`config.mk`:
```
export PLATFORM = sky130hd
export DESIGN_NAME = boot_copier_flat
export DESIGN_NICKNAME = d
export VERILOG_FILES = /design/src/rtl/boot_copier_if.sv /design/src/rtl/boot_copier.sv /design/src/flat_wrapper.sv
export SDC_FILE = /design/constraint.sdc
export NUM_CORES = 1
export LEC_CHECK = 0
export CORE_AREA = 2 2 101 103
export DETAILED_ROUTE_END_ITERATION = 10
export DIE_AREA = 0 0 103 105
export DONT_BUFFER_PORTS = 1
export GPL_TIMING_DRIVEN = 0
export HOLD_SLACK_MARGIN = 0.02
export PLACE_DENSITY = 0.49
export SLEW_MARGIN = 20
export SYNTH_ARGS = -nofsm -noshare
export SYNTH_HDL_FRONTEND = slang
export SYNTH_SLANG_ARGS = --single-unit
export TNS_END_PERCENT = 1
```
`constraint.sdc`:
```
create_clock -name clk -period 2.32 [get_ports clk]
set_input_delay 0.232 -clock clk [delete_from_list [all_inputs] [get_ports clk]]
set_output_delay 0.232 -clock clk [all_outputs]
set_load 0.02 [all_outputs]
```
`src/rtl/boot_copier_if.sv`:
```
// boot_copier_if
//   Bundles the core-side instruction/data buses and the ROM/RAM-side buses
//   that boot_copier sits between.
//   slave  : view used by boot_copier (takes core requests and memory read
//            data, drives memory requests and data returned to the core).
//   master : opposite view, used by whatever surrounds the copier.
//   Signals:
//     core_inst_addr / core_inst_data : core instruction fetch
//     core_mem_addr / core_mem_wdata / core_mem_we / core_mem_out : core data access
//     rom_addr / rom_data             : synchronous instruction ROM
//     ram_addr / ram_wdata / ram_we / ram_out : data RAM
interface boot_copier_if #(
  parameter int XLEN   = 32,
  parameter int AWIDTH = 14
);
  logic [AWIDTH-1:0] core_inst_addr;
  logic [XLEN-1:0]   core_inst_data;
  logic [AWIDTH-1:0] core_mem_addr;
  logic [XLEN-1:0]   core_mem_wdata;
  logic [2:0]        core_mem_we;
  logic [XLEN-1:0]   core_mem_out;
  logic [AWIDTH-1:0] rom_addr;
  logic [XLEN-1:0]   rom_data;
  logic [AWIDTH-1:0] ram_addr;
  logic [XLEN-1:0]   ram_wdata;
  logic [2:0]        ram_we;
  logic [XLEN-1:0]   ram_out;

  modport slave (
    input  core_inst_addr, core_mem_addr, core_mem_wdata, core_mem_we,
    input  rom_data, ram_out,
    output core_inst_data, core_mem_out,
    output rom_addr, ram_addr, ram_wdata, ram_we
  );

  modport master (
    output core_inst_addr, core_mem_addr, core_mem_wdata, core_mem_we,
    output rom_data, ram_out,
    input  core_inst_data, core_mem_out,
    input  rom_addr, ram_addr, ram_wdata, ram_we
  );
endinterface

```
`src/rtl/boot_copier.sv`:
```
// boot_copier
//   After reset (or a reboot pulse) holds the core in reset and copies
//   COPY_BYTES of initialised data from the instruction ROM at SRC_BASE into
//   data RAM starting at address 0, one word per cycle. When the copy is
//   complete the core is released and the block becomes a transparent
//   pass-through between the core and the ROM/RAM.
//   Ports:
//     clk        : system clock
//     rst_n      : asynchronous active-low reset
//     reboot     : single-cycle pulse, honoured only once boot is done
//     core_rst_n : registered active-low reset to the core
//     boot_done  : high once the copy has completed
//     bus        : core/ROM/RAM buses (boot_copier_if, slave view)
module boot_copier #(
  parameter int                XLEN       = 32,
  parameter int                AWIDTH     = 14,
  parameter logic [AWIDTH-1:0] SRC_BASE   = 'h800,
  parameter int                COPY_BYTES = 2**AWIDTH,
  parameter logic [2:0]        WE_WORD    = 3'b110
) (
  input  logic          clk,
  input  logic          rst_n,
  input  logic          reboot,
  output logic          core_rst_n,
  output logic          boot_done,
  boot_copier_if.slave  bus
);

  typedef enum logic [1:0] {COPY, DRAIN, RELEASE, DONE} state_t;

  // Read counter is one bit wider than the address so that a full
  // 2**AWIDTH-byte copy reaches its last word without wrapping to zero.
  localparam int                LAST_RD_I = COPY_BYTES - 4;
  localparam logic [AWIDTH:0]   LAST_RD   = LAST_RD_I[AWIDTH:0];
  localparam logic [AWIDTH:0]   RD_STEP   = {{(AWIDTH-2){1'b0}}, 3'd4};

  state_t            state;
  logic [AWIDTH:0]   rd_cnt;
  // Write address: the read offset delayed by one cycle, matching the
  // one-cycle latency of the synchronous ROM.
  logic [AWIDTH-1:0] wr_cnt;
  logic              wr_valid;

  // Copy sequencer. Each COPY cycle issues one ROM read; the matching RAM
  // write follows a cycle later. DRAIN lets the final write land, RELEASE
  // lifts the core reset, DONE waits for a reboot request.
  always_ff @(posedge clk or negedge rst_n) begin
    if (!rst_n) begin
      state      <= COPY;
      rd_cnt     <= '0;
      wr_cnt     <= '0;
      wr_valid   <= 1'b0;
      core_rst_n <= 1'b0;
      boot_done  <= 1'b0;
    end else begin
      case (state)
        COPY: begin
          rd_cnt   <= rd_cnt + RD_STEP;
          wr_cnt   <= rd_cnt[AWIDTH-1:0];
          wr_valid <= 1'b1;
          if (rd_cnt == LAST_RD) begin
            state <= DRAIN;
          end
        end
        DRAIN: begin
          wr_valid <= 1'b0;
          state    <= RELEASE;
        end
        RELEASE: begin
          core_rst_n <= 1'b1;
          boot_done  <= 1'b1;
          state      <= DONE;
        end
        DONE: begin
          if (reboot) begin
            state      <= COPY;
            rd_cnt     <= '0;
            wr_cnt     <= '0;
            wr_valid   <= 1'b0;
            core_rst_n <= 1'b0;
            boot_done  <= 1'b0;
          end
        end
        default: begin
          state <= COPY;
        end
      endcase
    end
  end

  // Bus steering. While copying, the ROM address follows the read counter
  // and then holds the last issued address; ROM data is written straight
  // into RAM whenever a delayed write is pending, and the core sees zeros.
  // In DONE every bus is passed straight through.
  always_comb begin
    bus.rom_addr       = SRC_BASE + ((state == COPY) ? rd_cnt[AWIDTH-1:0] : wr_cnt);
    bus.core_inst_data = {XLEN{1'b0}};
    bus.core_mem_out   = {XLEN{1'b0}};
    bus.ram_addr       = wr_cnt;
    bus.ram_wdata      = bus.rom_data;
    bus.ram_we         = wr_valid ? WE_WORD : 3'b000;
    if (state == DONE) begin
      bus.rom_addr       = bus.core_inst_addr;
      bus.core_inst_data = bus.rom_data;
      bus.ram_addr       = bus.core_mem_addr;
      bus.ram_wdata      = bus.core_mem_wdata;
      bus.ram_we         = bus.core_mem_we;
      bus.core_mem_out   = bus.ram_out;
    end
  end

endmodule

```
`src/flat_wrapper.sv`:
```
// flat-port wrapper written by rule: the top's interface ports become plain ports
module boot_copier_flat 
#(
  parameter int                XLEN       = 32,
  parameter int                AWIDTH     = 14,
  parameter logic [AWIDTH-1:0] SRC_BASE   = 'h800,
  parameter int                COPY_BYTES = 2**AWIDTH,
  parameter logic [2:0]        WE_WORD    = 3'b110
)
  (clk, rst_n, reboot, core_rst_n, boot_done, bus_core_inst_addr, bus_core_mem_addr, bus_core_mem_wdata, bus_core_mem_we, bus_rom_data, bus_ram_out, bus_core_inst_data, bus_core_mem_out, bus_rom_addr, bus_ram_addr, bus_ram_wdata, bus_ram_we);
  boot_copier_if #(.XLEN(XLEN), .AWIDTH(AWIDTH)) bus_i ();
  input  logic clk;
  input  logic rst_n;
  input  logic reboot;
  output logic core_rst_n;
  output logic boot_done;
  input wire logic [$bits(bus_i.core_inst_addr)-1:0] bus_core_inst_addr;
  input wire logic [$bits(bus_i.core_mem_addr)-1:0] bus_core_mem_addr;
  input wire logic [$bits(bus_i.core_mem_wdata)-1:0] bus_core_mem_wdata;
  input wire logic [$bits(bus_i.core_mem_we)-1:0] bus_core_mem_we;
  input wire logic [$bits(bus_i.rom_data)-1:0] bus_rom_data;
  input wire logic [$bits(bus_i.ram_out)-1:0] bus_ram_out;
  output wire logic [$bits(bus_i.core_inst_data)-1:0] bus_core_inst_data;
  output wire logic [$bits(bus_i.core_mem_out)-1:0] bus_core_mem_out;
  output wire logic [$bits(bus_i.rom_addr)-1:0] bus_rom_addr;
  output wire logic [$bits(bus_i.ram_addr)-1:0] bus_ram_addr;
  output wire logic [$bits(bus_i.ram_wdata)-1:0] bus_ram_wdata;
  output wire logic [$bits(bus_i.ram_we)-1:0] bus_ram_we;
  assign bus_i.core_inst_addr = bus_core_inst_addr;
  assign bus_i.core_mem_addr = bus_core_mem_addr;
  assign bus_i.core_mem_wdata = bus_core_mem_wdata;
  assign bus_i.core_mem_we = bus_core_mem_we;
  assign bus_i.rom_data = bus_rom_data;
  assign bus_i.ram_out = bus_ram_out;
  assign bus_core_inst_data = bus_i.core_inst_data;
  assign bus_core_mem_out = bus_i.core_mem_out;
  assign bus_rom_addr = bus_i.rom_addr;
  assign bus_ram_addr = bus_i.ram_addr;
  assign bus_ram_wdata = bus_i.ram_wdata;
  assign bus_ram_we = bus_i.ram_we;
  boot_copier #(.XLEN(XLEN), .AWIDTH(AWIDTH), .SRC_BASE(SRC_BASE), .COPY_BYTES(COPY_BYTES), .WE_WORD(WE_WORD)) u_core (.clk(clk), .rst_n(rst_n), .reboot(reboot), .core_rst_n(core_rst_n), .boot_done(boot_done), .bus(bus_i));
endmodule
```
; After elaboration in Yosys (flattened, before gate mapping)
; Index checks and enable logic that the tools add are counted.
[word_totals]
register_bits = 33
elab_cells = 39
[op_classes]
addsub = 2
eq_ne = 6
muxes = 18
n_reduce_logical = 8
[ops]
columns = operator, n
row1 = $mux 32, 3
row2 = $mux 14, 4
row3 = $pmux 15 s2, 1
row4 = $pmux 14 s2, 1
row5 = $add 15x3->15 const B, 1
row6 = $eq 15x14->1 const B, 1
row7 = $mux 15, 1
row8 = $add 12x14->14 const A, 1
row9 = $pmux 2 s4, 1
row10 = $reduce_and 2->1, 4
row11 = $mux 3, 2
row12 = $eq 2x2->1 const B, 2
row13 = $mux 2, 2
row14 = $reduce_bool 2->1, 2
row15 = $pmux 1 s3, 1
row16 = $reduce_bool 3->1, 1
row17 = $eq 2x1->1 const B, 1
row18 = $logic_not 2->1, 1
row19 = $ne 2x1->1 const B, 1
row20 = $ne 2x2->1 const B, 1
row21 = $pmux 1 s2, 1
row22 = $mux 1, 1

; Depth between registers and ports, before layout
; Gate-level depths: netlist of the first run.
[depth]
ltp_word = 4
mapped_depth = 9
depth_no_buf = 6

; Worst setup path before layout of the first run
; Ideal clock, no wire load.
[synth_path]
path_kind = register to output
start = register u_core.state[0]
end = output port bus_rom_addr[13]
arrival_time_ns = 1.963
required_time_ns = 2.088
slack_ns = 0.125
path_stages_with_launch = 8
n_path_buf = 1
cell_sequence = dfrtp_1 inv_1 ha_1 buf_2 mux2_2 ha_1 xor2_1 o21ai_0
[synth_between]
elab_chain_cells = 4
word_cells_on_any_way = 5
cone_classes = add/sub (1) / eq/ne (1) / mux (2) / reduce/logical (1)
[synth_lines]
columns = item, line
row1 = start: declaration, boot_copier.sv:37  ; state_t state;
row2 = start signal: assignment, boot_copier.sv:49  ; state <= COPY;
row3 = start signal: assignment, boot_copier.sv:62  ; state <= DRAIN;
row4 = start signal: assignment, boot_copier.sv:67  ; state <= RELEASE;
row5 = $logic_not 2->1, boot_copier.sv:96  ; bus.rom_addr = SRC_BASE + ((state == COPY) ? rd_cnt[AWIDTH-1:0] : wr_cnt);
row6 = $mux 14, boot_copier.sv:96
row7 = $add 12x14->14, boot_copier.sv:96
row8 = $mux 14 (*), boot_copier.sv:102  ; if (state == DONE) begin
row9 = end: declaration, flat_wrapper.sv:25  ; output wire logic [$bits(bus_i.rom_addr)-1:0] bus_rom_addr;
; Mark *: on every way between the ends. The rest lies on a longest branch, timed or not.

; Final worst setup path of the first run
; Ends and elaborated chain as after synthesis.

==> results by group, run 1 <==
Status
  – Status: finished clean

Critical path
  – CP startpoint kind: register
  – CP Data Arrival Time: 2.06 ns
  – Worst reg2reg path endpoint: u_core.wr_cnt[8]$_DFFE_PN0P_
  – CP max stage cell: dfrtp_1
  – CP dominant cell by count: ha_1
  – Cell family with most CP delay: flip-flops
  – Crit Reg-Reg Startpoint: u_core.state[0]$_DFFE_PN0P_
  – WP data required: 2.09 ns
  – Buf/Inv on CP: 2
  – Critical path class: reg -> out
  – Setup crit end kind: primary output
  – Slowest stage delay, CP: 0.42 ns
  – Reg2Reg Depth: 9
  – Critical-path maximum fanout: 6
  – R2R Setup Slk: 0.30 ns
  – Ordered cell list for the critical path: inv_2, ha_1, buf_6, mux2_2, ha_1, xor2_1, o21ai_4

Timing
  – Fmax achieved: about 0.44 GHz
  – Pins Over Slew Limit: 0
  – Setup violators final: 0
  – Final period utilization: between 90% and 100%
  – Skew final: between 0.002 and 0.0025 ns
  – RSZ-0062 raised after global routing: true
  – Min Tclk post-route: 2.29 ns
  – Headroom to the max-slew limit: 56.5%
  – Final Hold Fails: 0
  – Final TNS setup: 0 ns
  – Worst slew pin tran: 0.646 ns

Floorplanning
  – Ports: 259
  – Die width: 103 µm
  – Placement Rows: 36
  – Starting Density: roughly 28%
  – Die ar.: 10800 µm²
  – Chip height: roughly 110 µm
  – CORE AREA: 9640 µm²

Clocking
  – Clk slew on worst S/H paths: ~0.060 ns
  – Clk_lat worst skew: 0.28 ns
  – CTS H-tree lvls: 2
  – TritonCTS clock tree: done
  – CTS buffer count: 5
  – CTS Buffer Depth: 2
  – TritonCTS Sinks: 30
  – Clock Tree Root: clkbuf_8

Global route
  – Gr usage total: between 20% and 30%
  – Vias in the first global route: around 2.2k
  – Antenna violations before repair: 18
  – Grt total ovfl: 0
  – First-pass GRT wire length: 15900 µm
  – Largest net degree at the start of global routing: 31

Pwr
  – PwrDens: 343 nW/µm²
  – Gate power share: about 8.7%
  – Register share of total power: 49.6%
  – Net switching power: roughly 0.26 mW
  – Int Pwr: between 0.7 and 0.8 mW
  – Worst vdd ir: ~170 µV
  – Switch share: approximately a quarter
  – Clock power frac: a little over two fifths
  – Leak Pwr: about 1.3 nW

Yosys
  – Cell variety after synth: 33
  – Mapped Cells: 308
  – Seq cells post-synth: 30
  – Syn Nets: 444
  – Synth Warn #: 0
  – Post-Syn Area per Cell: 8.71 µm²
  – Sequential fraction of the synthesis area: 28.0%
  – Netlist Area Pre-Place: 2680 µm²

Placed design
  – Area after DPL: approximately 2800 µm²
  – HPWL Detailed: about 10000 µm
  – Port Buf Inserts: 0
  – GPL Wtd Cong: between 0.8 and 0.9

Cells and area
  – # nets final: 456
  – Filler Cell Count: between 1k and 1.5k
  – Post-route cell area: 3070 µm²
  – Most frequent cells in the layout: 65 x and2_1, 46 x mux2_2, 36 x nand2_1
  – Most common cell after layout, fill and taps aside: and2_1
  – Layout area overhead: 14.6%
  – Layout cells sized above 1: 26.5%

Route
  – Routed WL: between 10000 and 15000 µm
  – Wl on met1: roughly 4700 µm
  – Vias per cell: around 5
  – DRC Markers: 0
  – Antenna Nets Post-Route: 0
  – Pre-antenna DRT Iters: 4
  – Met3 routed WL: approximately 2500 µm
  – Routed WL per cell: approximately 25 µm
  – Iteration-0 DRC Markers: between 100 and 150
  – Vias: 2394
  – Met2 WL: 4750 µm
  – Max Used Layer: met5

Flow run
  – Max-Cap Viols: 0

Worst hold path
  – Hold Crit Endpoint: u_core.rd_cnt[2]$_DFFE_PN0P_
  – Worst hold start: reboot
  – Hold path cells: 1
  – Worst min path class: in -> reg
==> registers in the layout (all words and copies together) (netlist names) <==
signal             flops
u_core.rd_cnt         13
u_core.wr_cnt         13
u_core.state           2
u_core.core_rst_n      1
u_core.wr_valid        1
==> metrics by stage <==
stage	hold slack, ns	std cells	setup slack (ns)	power [mW]	util [%]
after detailed placement	-0.0627	441	-0.298	0.610	29.6
final	0.0290	474	0.0297	1.05	31.9
after CTS	0.0259	454	-0.0708	1.06	31.2
after global routing	0.0264	454	-0.0793	1.08	31.4
after global placement	-0.0626	441	-0.245	0.610	29.6
after floorplan	-0.0636	308	0.125	0.601	-
==> cell type report <==
cell class	instances	area [µm²]	share of cell area, %
Antenna cell	20	50.0	1.63
Buffer	26	139	4.52
Clock buffer	7	86.3	2.81
Clock inverter	1	5.00	0.163
Inverter	3	11.3	0.366
Multi-Input combinational cell	249	1810	59.0
Sequential cell	30	751	24.4
Tap cell	133	166	5.42
Timing Repair Buffer	5	52.6	1.71
==> power groups by stage <==
stage | registers (mW) | logic, mW | clock network (mW)
5_1_grt | 0.523 | 0.0949 | 0.465
3_3_place_gp | 0.533 | 0.0771 | 0
3_5_place_dp | 0.533 | 0.0771 | 0
4_1_cts | 0.523 | 0.0939 | 0.447
2_1_floorplan | 0.533 | 0.0679 | 0
6_report | 0.523 | 0.0920 | 0.439
==> how the worst max path moves through the flow <==
stage	startpoint	cells after the start	slack, ns	end
2_1_floorplan	u_core.state[0]$_DFFE_PN0P_	7	0.12	bus_rom_addr[13]
3_3_place_gp	u_core.state[0]$_DFFE_PN0P_	7	-0.25	bus_rom_addr[13]
3_5_place_dp	u_core.state[0]$_DFFE_PN0P_	6	-0.30	bus_rom_addr[11]
4_1_cts	u_core.state[0]$_DFFE_PN0P_	7	-0.07	bus_rom_addr[13]
5_1_grt	u_core.state[1]$_DFFE_PN0P_	7	-0.08	bus_rom_addr[13]
6_report	u_core.state[0]$_DFFE_PN0P_	7	0.03	bus_rom_addr[13]
==> timing repair <==
item,4_1_cts,5_1_grt
endpoints found under the setup margin,37,18
setup buffers,3,0
hold endpoints to repair,30,0
hold buffers,2,0
gates resized for setup,12,13
pin swaps,1,1
==> cells in the mapped netlist <==
master | count | share of area (%)
and2_1 | 65 | 15
mux2_2 | 47 | 20
nand2_1 | 36 | 5.0
dfrtp_1 | 30 | 28
o21ai_0 | 19 | 3.5
mux2i_1 | 14 | 5.2
buf_2 | 12 | 2.2
a22o_1 | 11 | 3.6
clkbuf_1 | 11 | 1.5
nor2_1 | 10 | 1.4
a21oi_1 | 9 | 1.7
ha_1 | 6 | 2.8
and3_1 | 4 | 0.93
nand2b_1 | 4 | 0.93
inv_1 | 3 | 0.42
nand4_1 | 3 | 0.70
a31oi_1 | 2 | 0.47
buf_4 | 2 | 0.56
nand3_1 | 2 | 0.37
nor2b_1 | 2 | 0.47
nor4_1 | 2 | 0.47
xnor2_1 | 2 | 0.65
xor2_1 | 2 | 0.65
a211o_1 | 1 | 0.33
a21oi_2 | 1 | 0.33
a31o_2 | 1 | 0.33
buf_6 | 1 | 0.42
mux2_1 | 1 | 0.42
nand3b_1 | 1 | 0.28
nor3_2 | 1 | 0.37
nor4_2 | 1 | 0.47
o22ai_1 | 1 | 0.23
o31ai_1 | 1 | 0.28
==> routing by layer <==
layer,GRT usage [%],vias up
met1,24.7,1105
met2,28.2,158
met3,19.7,16
met5,0,-
met4,2.82,10
li1,-,1105
==> logic make-up (layout without fill, tap and decap cells) <==
kind of cell	Yosys count	count (layout)	share of synthesized area (%)
buf+inv	29	42	5.18
simple gates	131	131	26.6
mux	62	62	25.4
other cells	0	20	0
flops	30	30	28.0
xor+xnor	4	4	1.31
fa+ha+maj	6	6	2.80
compound gates	46	46	10.8
==> worst reg2reg max path: stages, from the launching register on <==
cell and delay, ns:
dfrtp_1 0.41, inv_2 0.06, ha_1 0.20, buf_6 0.14, buf_4 0.15, nor2b_1 0.12
buf_2 0.18, a21oi_2 0.29, buf_4 0.26, a22o_1 0.15
Power figures use the tool's default switching activity.
==> run 2, diff against run 1 <==
Settings changed: ABC_AREA set to 1, CORE_AREA 2 2 101 103 to 2 2 100 102, DIE_AREA 0 0 103 105 to 0 0 102 104, PLACE_DENSITY 0.49 to 0.51.
==> results by group, run 2 <==
Timing
  – Final WS setup: 0.0201 ns (-0.00965 ns)
  – Setup violators final: 0 (unchanged)
  – Final Hold Fails: 0 (unchanged)
  – Headroom to the max-slew limit: 51.9% (-4.6 points)
  – Final TNS setup: 0 ns (unchanged)
  – Min Tclk post-route: 2.30 ns (+0.00965 ns)
  – Worst slew pin tran: 0.714 ns (+0.0679 ns)
  – Fmax achieved: 0.435 GHz (-0.42%)
  – RSZ-0062 raised after global routing: true
  – Skew final: 0.00730 ns (+0.00509 ns)
  – Final period utilization: 99.1% (+0.42 points)
  – Pins Over Slew Limit: 0 (unchanged)

Clocking
  – Clock Tree Root: clkbuf_8
  – CTS H-tree lvls: 2 (unchanged)
  – TritonCTS clock tree: done
  – Clk slew on worst S/H paths: 0.07 ns (about the same)
  – Clk_lat worst skew: 0.28 ns (about the same)
  – CTS buffer count: 5 (unchanged)
  – TritonCTS Sinks: 30 (unchanged)
  – CTS Buffer Depth: 2 (unchanged)

Placed design
  – Worst slack at placement: -0.153 ns (+0.145 ns)
  – GPL Wtd Cong: 1.01 (+13%)
  – Port Buf Inserts: 0 (unchanged)
  – Dpl cells: 624 (+41%)
  – HPWL Detailed: 9950 µm (-0.91%)

Critical path
  – Critical path class: reg -> out
  – CP max stage cell: dfrtp_1
  – Worst reg2reg path endpoint: u_core.wr_cnt[13]$_DFFE_PN0P_
  – CP Data Arrival Time: 2.07 ns (about the same)
  – Buf/Inv on CP: 3 (+1)
  – CP startpoint kind: register
  – WP data required: 2.09 ns (about the same)
  – Setup crit end kind: primary output
  – Slowest stage delay, CP: 0.42 ns (about the same)
  – Crit Reg-Reg Startpoint: u_core.state[0]$_DFFE_PN0P_
  – Ordered cell list for the critical path: ha_1, buf_4, inv_4, buf_2, nand2_1, o21ai_1
  – Critical-path maximum fanout: 10 (+4)
  – Reg2Reg Depth: 6 (-3)
  – Cell family with most CP delay: buffers and inverters
  – R2R Setup Slk: 0.72 ns (+0.42 ns)

Pwr
  – Net switching power: 0.274 mW (+3.9%)
  – Int Pwr: 0.779 mW (-1.4%)
  – Register share of total power: 49.7% (about the same)
  – Clock power frac: 41.9% (+0.3 points)
  – PwrDens: 334 nW/µm² (-2.6%)
  – Gate power share: 8.4% (-0.3 points)
  – Switch share: 26.0% (+1.0 points)
  – Leak Pwr: 2.00 nW (+56%)
  – Worst vdd ir: 192 µV (+13%)

Yosys
  – Most common cell in the netlist: nand2_1
  – Syn Nets: 627 (+41%)
  – Cell variety after synth: 30 (-9.1%)
  – Sequential fraction of the synthesis area: 26.9% (-1.1 points)
  – Async SR Flop Fraction: 100% (unchanged)
  – Synth area leader: nand2_1
  – Seq cells post-synth: 30 (unchanged)
  – Top cells by area, synth: nand2_1 31%, dfrtp_1 27%, inv_1 13%, o21ai_0 3.9%, ha_1 2.7%
  – Post-Syn Area per Cell: 5.69 µm² (-35%)
  – Top cell type's share of synthesized area: 30.8% (+2.8 points)
  – Netlist Area Pre-Place: 2790 µm² (+4.1%)
  – Post-synth EDFFs: 0 (unchanged)
  – Synth Warn #: 0 (unchanged)
  – Mapped Cells: 491 (+59%)
  – Ys flop type: dfrtp_1
  – Most frequent cells after synthesis: 229 x nand2_1, 96 x inv_1, 30 x dfrtp_1

Global route
  – Grt total ovfl: 0 (unchanged)
  – Met2 Use GR: 34.3% (+6.1 points)
  – First-pass GRT wire length: 17000 µm (+7.0%)
  – GR met3 Demand/Resource: 7.80% (-12 points)
  – Antenna violations before repair: 0 (-18)
  – Met1 Track Usage GR: 26.3% (+1.6 points)
  – Gr usage total: 21.2% (+0.28 points)
  – Vias in the first global route: 2932 (+30%)
  – Busiest grt layer: met2
  – Largest net degree at the start of global routing: 31 (unchanged)

Floorplanning
  – Chip height: 104 µm (-0.95%)
  – Ports: 259 (unchanged)
  – Die width: 102 µm (-0.97%)
  – CORE AREA: 9550 µm² (-0.93%)
  – Die ar.: 10600 µm² (-1.9%)
  – Placement Rows: 36 (unchanged)
  – Starting Density: 29.2% (+1.4 points)

Cells and area
  – Antenna diode count: 0 (-100%)
  – Layout area overhead: 12.9%
  – Largest regs: u_core.rd_cnt: 13 flops, u_core.wr_cnt: 13 flops, u_core.state: 2 flops
  – Final Non-Filler Cells: 636 (+34%)
  – Final core occ: 33.0% (+1.1 points)
  – # nets final: 638 (+40%)
  – Filler Cell Count: 1106 (+6.8%)
  – Most frequent cells in the layout: 227 x nand2_1, 94 x inv_1, 30 x dfrtp_1
  – Most common cell after layout, fill and taps aside: nand2_1
  – Layout cells sized above 1: 10.3% (-16 points)

Worst hold path
  – Worst min path class: in -> reg
  – Hold path cells: 3 (+2)
  – Worst hold start: reboot
  – Hold Crit Endpoint: u_core.rd_cnt[2]$_DFFE_PN0P_

Route
  – Vias: 3145 (+31%)
  – Antenna Nets Post-Route: 0 (unchanged)
  – Routed WL: 11900 µm (-1.1%)
  – Routed WL per cell: 18.7 µm (-26%)
  – Iteration-0 DRC Markers: 216 (+100%)
  – Pre-antenna DRT Iters: 5 (+1)
  – DRC Markers: 0 (unchanged)
  – Vias per cell: 4.94 (-2.1%)

Flow run
  – Max-Cap Viols: 0 (unchanged)

Status
  – Status: finished clean
[run 2: cell count changes in the layout (fill, tap and decap cells not counted), sizes merged, moves of 11 or more]
cell   change
a22o      -11
and2      -65
diode     -20
inv       +97
mux2      -48
mux2i     -14
nand2    +196
nand3     +13
o21ai     +15
[run 2: power groups by stage]
stage	Sequential, mW	Clock [mW]	Combinational [mW]
floorplan	0.533	0	0.0618
CTS	0.523	0.454	0.0895
detailed placement	0.533	0	0.0724
global route	0.523	0.477	0.0952
global placement	0.533	0	0.0721
finish	0.523	0.441	0.0889
[run 2: per-layer routing]
layer | wire [µm] | vias to the layer above
li1 | - | 1489
met1 | 4890 | 1439
met2 | 5480 | 195
met3 | 1290 | 22
met4 | 269 | 0
met5 | 0 | -
[run 2: cell families (layout without fill, tap and decap cells)]
| logic type | Yosys count | count (layout) | synth area share, % |
|---|---|---|---|
| flops | 30 | 30 | 26.9 |
| simple gates | 269 | 269 | 39.2 |
| buf+inv | 126 | 138 | 19.0 |
| compound gates | 60 | 60 | 12.3 |
| fa+ha+maj | 6 | 6 | 2.69 |
[run 2: layout make-up]
class                           count  area, µm²  area share (%)
Clock inverter                      1       5.00           0.159
Sequential cell                    30        751            23.8
Timing Repair Buffer                4       45.0            1.43
Inverter                          100        378            12.0
Tap cell                          133        166            5.28
Multi-Input combinational cell    335       1550            49.2
Clock buffer                        7       86.3            2.74
Buffer                             26        169            5.36
[run 2: worst max path at each step]
stage / startpoint / end / depth (start not counted)
after floorplan: u_core.state[0]$_DFFE_PN0P_ / bus_rom_addr[13] / 8
after global placement: u_core.state[0]$_DFFE_PN0P_ / bus_rom_addr[13] / 9
after detailed placement: u_core.state[0]$_DFFE_PN0P_ / bus_rom_addr[13] / 9
after CTS: u_core.state[0]$_DFFE_PN0P_ / bus_rom_addr[13] / 9
after global routing: u_core.state[0]$_DFFE_PN0P_ / bus_rom_addr[0] / 6
final: u_core.state[0]$_DFFE_PN0P_ / bus_rom_addr[1] / 6
[run 2: worst register-to-register path: stages (launching register included)]
cell	delay, ns
dfrtp_1	0.41
ha_1	0.17
buf_4	0.18
nand2_2	0.17
nand2_4	0.16
buf_2	0.27
o22ai_1	0.11
[run 2: repair_timing]
action,in CTS,in global routing
setup buffers,0,2
hold endpoints to repair,30,0
pin swaps,1,1
endpoints found under the setup margin,4,18
gates resized for setup,7,12
hold buffers,2,0
[run 2: stage by stage]
step                area [µm²]  total power [mW]  hold slack [ns]
finish                    3150              1.05            0.265
global route              3150              1.09            0.291
CTS                       3110              1.07            0.263
detailed placement        2960             0.605          -0.0616
global placement          2960             0.605          -0.0619
floorplan                 2790             0.595          -0.0636
